===== config.mk =====
export PLATFORM = sky130hd
export DESIGN_NAME = mux_arb_2to1
export DESIGN_NICKNAME = d
export VERILOG_FILES = /design/src/rtl/mux_arb_2to1.sv
export SDC_FILE = /design/constraint.sdc
export NUM_CORES = 1
export LEC_CHECK = 0
export CAP_MARGIN = 20
export CORE_MARGIN = 8
export CORE_UTILIZATION = 48
export CTS_BUF_LIST = sky130_fd_sc_hd__clkbuf_4
export DETAILED_ROUTE_END_ITERATION = 8
export GPL_TIMING_DRIVEN = 0
export HOLD_SLACK_MARGIN = 0.06
export PLACE_DENSITY = 0.78
export SLEW_MARGIN = 20
export SYNTH_ARGS = -nofsm -noshare
export SYNTH_HDL_FRONTEND = slang
export SYNTH_SLANG_ARGS = --single-unit

===== constraint.sdc =====
create_clock -name clk -period 2.1 [get_ports clk]
set_input_delay 0.42 -clock clk [delete_from_list [all_inputs] [get_ports clk]]
set_output_delay 0.42 -clock clk [all_outputs]
set_load 0.005 [all_outputs]

===== src/rtl/mux_arb_2to1.sv =====
// ============================================================================
// Module      : mux_arb_2to1
// Description : Two-source valid/ready arbiter feeding a single-entry output
//               register with source select and saturating grant counters.
//               Define MUX_ARB_RR_EN for round-robin; otherwise A has fixed
//               priority when both sources are valid.
// Revision    : 1.0 - initial release
// ============================================================================
`default_nettype none

module mux_arb_2to1 #(
    parameter int DATA_W = 8,
    parameter int CNT_W  = 16
) (
    input  logic              clk,
    input  logic              reset_n,
    input  logic              a_valid_i,
    input  logic [DATA_W-1:0] a_data_i,
    output logic              a_ready_o,
    input  logic              b_valid_i,
    input  logic [DATA_W-1:0] b_data_i,
    output logic              b_ready_o,
    output logic              y_valid_o,
    output logic [DATA_W-1:0] y_data_o,
    input  logic              y_ready_i,
    output logic              sel_o,
    output logic [CNT_W-1:0]  cnt_a_o,
    output logic [CNT_W-1:0]  cnt_b_o
);

    localparam logic [CNT_W-1:0] CNT_MAX = {CNT_W{1'b1}};

    logic              y_valid_q, y_valid_d;
    logic [DATA_W-1:0] y_data_q,  y_data_d;
    logic              sel_q,     sel_d;
    logic [CNT_W-1:0]  cnt_a_q,   cnt_a_d;
    logic [CNT_W-1:0]  cnt_b_q,   cnt_b_d;

    logic load_en;
    logic prio_a;
    logic grant_a, grant_b;
    logic xfer_a,  xfer_b;

    assign load_en = !y_valid_q || y_ready_i;
    assign grant_a = a_valid_i && (!b_valid_i || prio_a);
    assign grant_b = b_valid_i && (!a_valid_i || !prio_a);
    assign xfer_a  = load_en && grant_a && a_valid_i;
    assign xfer_b  = load_en && grant_b && b_valid_i;

`ifdef MUX_ARB_RR_EN
    logic prio_a_q, prio_a_d;

    // The source that just won yields priority to the other one.
    always_comb begin
        prio_a_d = prio_a_q;
        if (xfer_a) begin
            prio_a_d = 1'b0;
        end else if (xfer_b) begin
            prio_a_d = 1'b1;
        end
    end

    always_ff @(posedge clk or negedge reset_n) begin
        if (!reset_n) begin
            prio_a_q <= 1'b1;
        end else begin
            prio_a_q <= prio_a_d;
        end
    end

    assign prio_a = prio_a_q;
`else
    assign prio_a = 1'b1;
`endif

    always_comb begin
        y_valid_d = y_valid_q;
        y_data_d  = y_data_q;
        sel_d     = sel_q;
        cnt_a_d   = cnt_a_q;
        cnt_b_d   = cnt_b_q;

        if (xfer_a || xfer_b) begin
            y_valid_d = 1'b1;
            y_data_d  = xfer_a ? a_data_i : b_data_i;
            sel_d     = xfer_a;
        end else if (y_ready_i) begin
            y_valid_d = 1'b0;
        end

        if (xfer_a && (cnt_a_q != CNT_MAX)) begin
            cnt_a_d = cnt_a_q + 1'b1;
        end
        if (xfer_b && (cnt_b_q != CNT_MAX)) begin
            cnt_b_d = cnt_b_q + 1'b1;
        end
    end

    always_ff @(posedge clk or negedge reset_n) begin
        if (!reset_n) begin
            y_valid_q <= 1'b0;
            y_data_q  <= '0;
            sel_q     <= 1'b0;
            cnt_a_q   <= '0;
            cnt_b_q   <= '0;
        end else begin
            y_valid_q <= y_valid_d;
            y_data_q  <= y_data_d;
            sel_q     <= sel_d;
            cnt_a_q   <= cnt_a_d;
            cnt_b_q   <= cnt_b_d;
        end
    end

    assign a_ready_o = load_en && grant_a;
    assign b_ready_o = load_en && grant_b;
    assign y_valid_o = y_valid_q;
    assign y_data_o  = y_data_q;
    assign sel_o     = sel_q;
    assign cnt_a_o   = cnt_a_q;
    assign cnt_b_o   = cnt_b_q;

endmodule

`default_nettype wire


==> impl_metrics.json <==
{
  "place_congestion": 0.800,
  "max_slew.worst_pin.slew_ns": 0.574,
  "synth_nets": 218,
  "hold_path_class": "reg -> reg",
  "powerDensity_nw_per_um2": 747,
  "hpwl_um": 3710,
  "io_pins": 65,
  "synth.distinct_cells": 36,
  "grt_usage_pct": 15.9,
  "cts_made_buffers": 5,
  "setup_ws_ns": 0.0765,
  "clock_latency_ns": 0.35,
  "antenna_found_initial": 0,
  "rsz0062_at_grt": "no",
  "power_leakage_nw": 1.37,
  "hold_end": "cnt_b_o[5]$_DFFE_PN0P_",
  "cts_tree": "built",
  "htreeDepth": 2,
  "antenna_cells": 0,
  "setup_violations": 0,
  "synth_edf_count": 0,
  "r2r_cells": 4,
  "dp_slack_ns": -0.756,
  "crit_arrival_ns": 1.60,
  "start_kind": "input pin",
  "dr_total_vias": 1699,
  "wl_um": 4940,
  "relSlewSlack_pct": 61.5,
  "placed_cell_area_um2": 2830,
  "ys_ff_latch": 42,
  "coreArea_um2": 4290,
  "die_x_um": 82.3,
  "r2r-end": "cnt_b_o[1]$_DFFE_PN0P_",
  "timing.rr.start": "cnt_b_o[9]$_DFFE_PN0P_",
  "fin_skew_ns": 0.00783,
  "cp_max_fo": 6,
  "portBuffers": 64,
  "post-route-drc-count": 0,
  "finalHoldViolations": 0,
  "die_y_um": 82.3,
  "first_global_vias": 1718,
  "syn_to_final_growth_pct": 40.1,
  "seqCellArea_um2": 1050,
  "grt_max_degree": 25,
  "rows": 24,
  "ys_warn_count": 0,
  "holdCritStartpoint": "cnt_b_o[5]$_DFFE_PN0P_",
  "endpoint_kind": "output port",
  "wl_per_cell_um": 15.3,
  "ant_nets": 0,
  "min_path_cells": 1,
  "syn_inst": 195,
  "ys_seq_area_share_pct": 49.9,
  "dieArea_um2": 6770,
  "async_flop_share_pct": 100,
  "viasPerCell": 5.26,
  "fin_crit_ns": 2.02,
  "reg2reg_setup_slack_ns": 0.31,
  "finalInstanceArea_um2": 2950,
  "required_ns": 1.68,
  "initial_utilization_pct": 49.1,
  "clkSlewWorstSetupHoldPaths_ns": 0.12,
  "fin_nets": 293,
  "cts.sinks": 42,
  "period_share_pct": 96.4,
  "multi_input_area_um2": 1040,
  "synth.avg_cell_area_um2": 10.8,
  "grt_first_pass_wirelength_um": 8350,
  "outcome": "complete, no violations",
  "cts.path.max_buffers": 2,
  "dr.pass1.iters": 4,
  "drv_cap": 0,
  "cts_root_buf": "clkbuf_4",
  "drive_gt1_share_pct": 13.3,
  "nFillCells": 362,
  "grt_overflow_total": 0,
  "vdd_drop_max_v": 0.000451,
  "syn_area_um2": 2110,
  "drt_iter0_drc": 73,
  "fmax_mhz": 494,
  "critical_path_class": "in -> out",
  "final_core_util_pct": 68.8,
  "synth-main-ff-cell": "dfrtp_1",
  "maxSlewViolCount": 0
}
[logic make-up after synthesis]
| family | share of synthesized area, % |
|---|---|
| buffers and inverters | 1.90 |
| AO/OA/AOI/OAI | 5.46 |
| XOR/XNOR | 9.15 |
| multiplexers | 7.72 |
| adder cells (fa/ha/maj) | 1.19 |
| AND/OR/NAND/NOR | 24.7 |
| flip-flops | 49.9 |
[worst max-delay path: stages]
cell and delay [ns]:
clkdlybuf4s50_1 0.46, nand2b_4 0.18, nand3_4 0.09, buf_8 0.13, inv_1 0.08, dlygate4sd2_1 0.24
[sequential cells by signal, indices dropped and copies added, names as in the netlist]
| name | cells |
|---|---|
| cnt_b_o | 16 |
| y_data_o | 8 |
| cnt_a_o | 16 |
| y_valid_o | 1 |
| sel_o | 1 |
[cell usage after synthesis (2+ instances only)]
cell type	instances	area [um2]
ha_1	2	25.0
nand2_1	25	93.8
xnor2_1	2	17.5
inv_1	5	18.8
nand4_1	5	31.3
mux2_2	3	33.8
buf_2	2	10.0
a21oi_1	3	15.0
dfrtp_1	42	1050
clkbuf_1	2	7.51
a211oi_1	4	30.0
nor2_1	7	26.3
o21ai_0	8	40.0
nand3_1	11	55.1
nor4_2	2	25.0
mux2i_1	8	80.1
mux2_1	3	33.8
nand4_2	2	25.0
and3_1	5	31.3
o31ai_1	2	15.0
nand2b_1	2	12.5
nor4_4	2	42.5
xor2_1	20	175
nor4_1	8	50.1
nor4b_2	2	30.0
nor3_1	8	40.0
[worst max path at each step]
stage / from / endpoint / depth (start not counted)
after floorplan: y_ready_i / b_ready_o / 4
after global placement: y_ready_i / a_ready_o / 6
after detailed placement: y_ready_i / a_ready_o / 6
after CTS: a_valid_i / b_ready_o / 6
after global routing: y_ready_i / b_ready_o / 6
final: y_ready_i / b_ready_o / 6
[power breakdown]
| group | switching, mW | internal [mW] | leakage, nW |
|---|---|---|---|
| logic | 0.258 | 0.422 | 0.809 |
| registers | 0.180 | 0.954 | 0.528 |
| clock network | 0.254 | 0.139 | 0.0331 |
| total | 0.691 | 1.51 | 1.37 |
[cell type report]
type	count	share of cell area (%)
sequential	42	35.6
multi-input combinational	143	35.3
timing repair buffer	69	23.3
tap	52	2.20
clock buffer	6	1.53
inverter	6	0.932
buffer	3	0.805
clock inverter	2	0.297
[per-stage QoR]
step / std cells / hold WS (ns) / TNS, ns / power (mW)
after floorplan: 195 / 0.124 / 0 / 1.38
after global placement: 311 / 0.469 / -24.59 / 1.81
after detailed placement: 312 / 0.402 / -2.64 / 1.83
after CTS: 323 / 0.497 / 0 / 2.24
after global routing: 323 / 0.501 / 0 / 2.36
final: 323 / 0.494 / 0 / 2.21
[layer usage]
layer  share of wire (%)  global-route usage (%)  wire [um]
met5                   0                       0          0
met3                 8.8                    6.39        435
met2                  46                    23.7       2280
met4                 1.6                    6.32         80
met1                  43                    20.1       2140
[layout by cell type, fill, tap and decap left out, drive strengths merged]
master and count:
a211oi 4, a21oi 4, a31oi 1, and3 6
buf 7, clkbuf 7, clkdlybuf4s50 60, clkinv 3
dfrtp 42, dlygate4sd2 2, dlygate4sd3 1, dlymetal6s2s 1
ha 2, inv 5, mux2 7, mux2i 8
nand2 25, nand2b 2, nand3 12, nand4 8
nor2 8, nor3 8, nor4 12, nor4b 2
o21ai 8, o31ai 2, or2 1, or3 1
xnor2 2, xor2 20
[repair_timing]
action / 4_1_cts / 5_1_grt
endpoints found under the setup margin: 2 / 1
hold buffers: 1 / 0
pin swaps: 1 / 0
setup buffers: 3 / 0
endpoints found under the hold margin: 18 / 0
gates resized for setup: 14 / 1
Note: power is estimated with default switching activity, not from simulation.
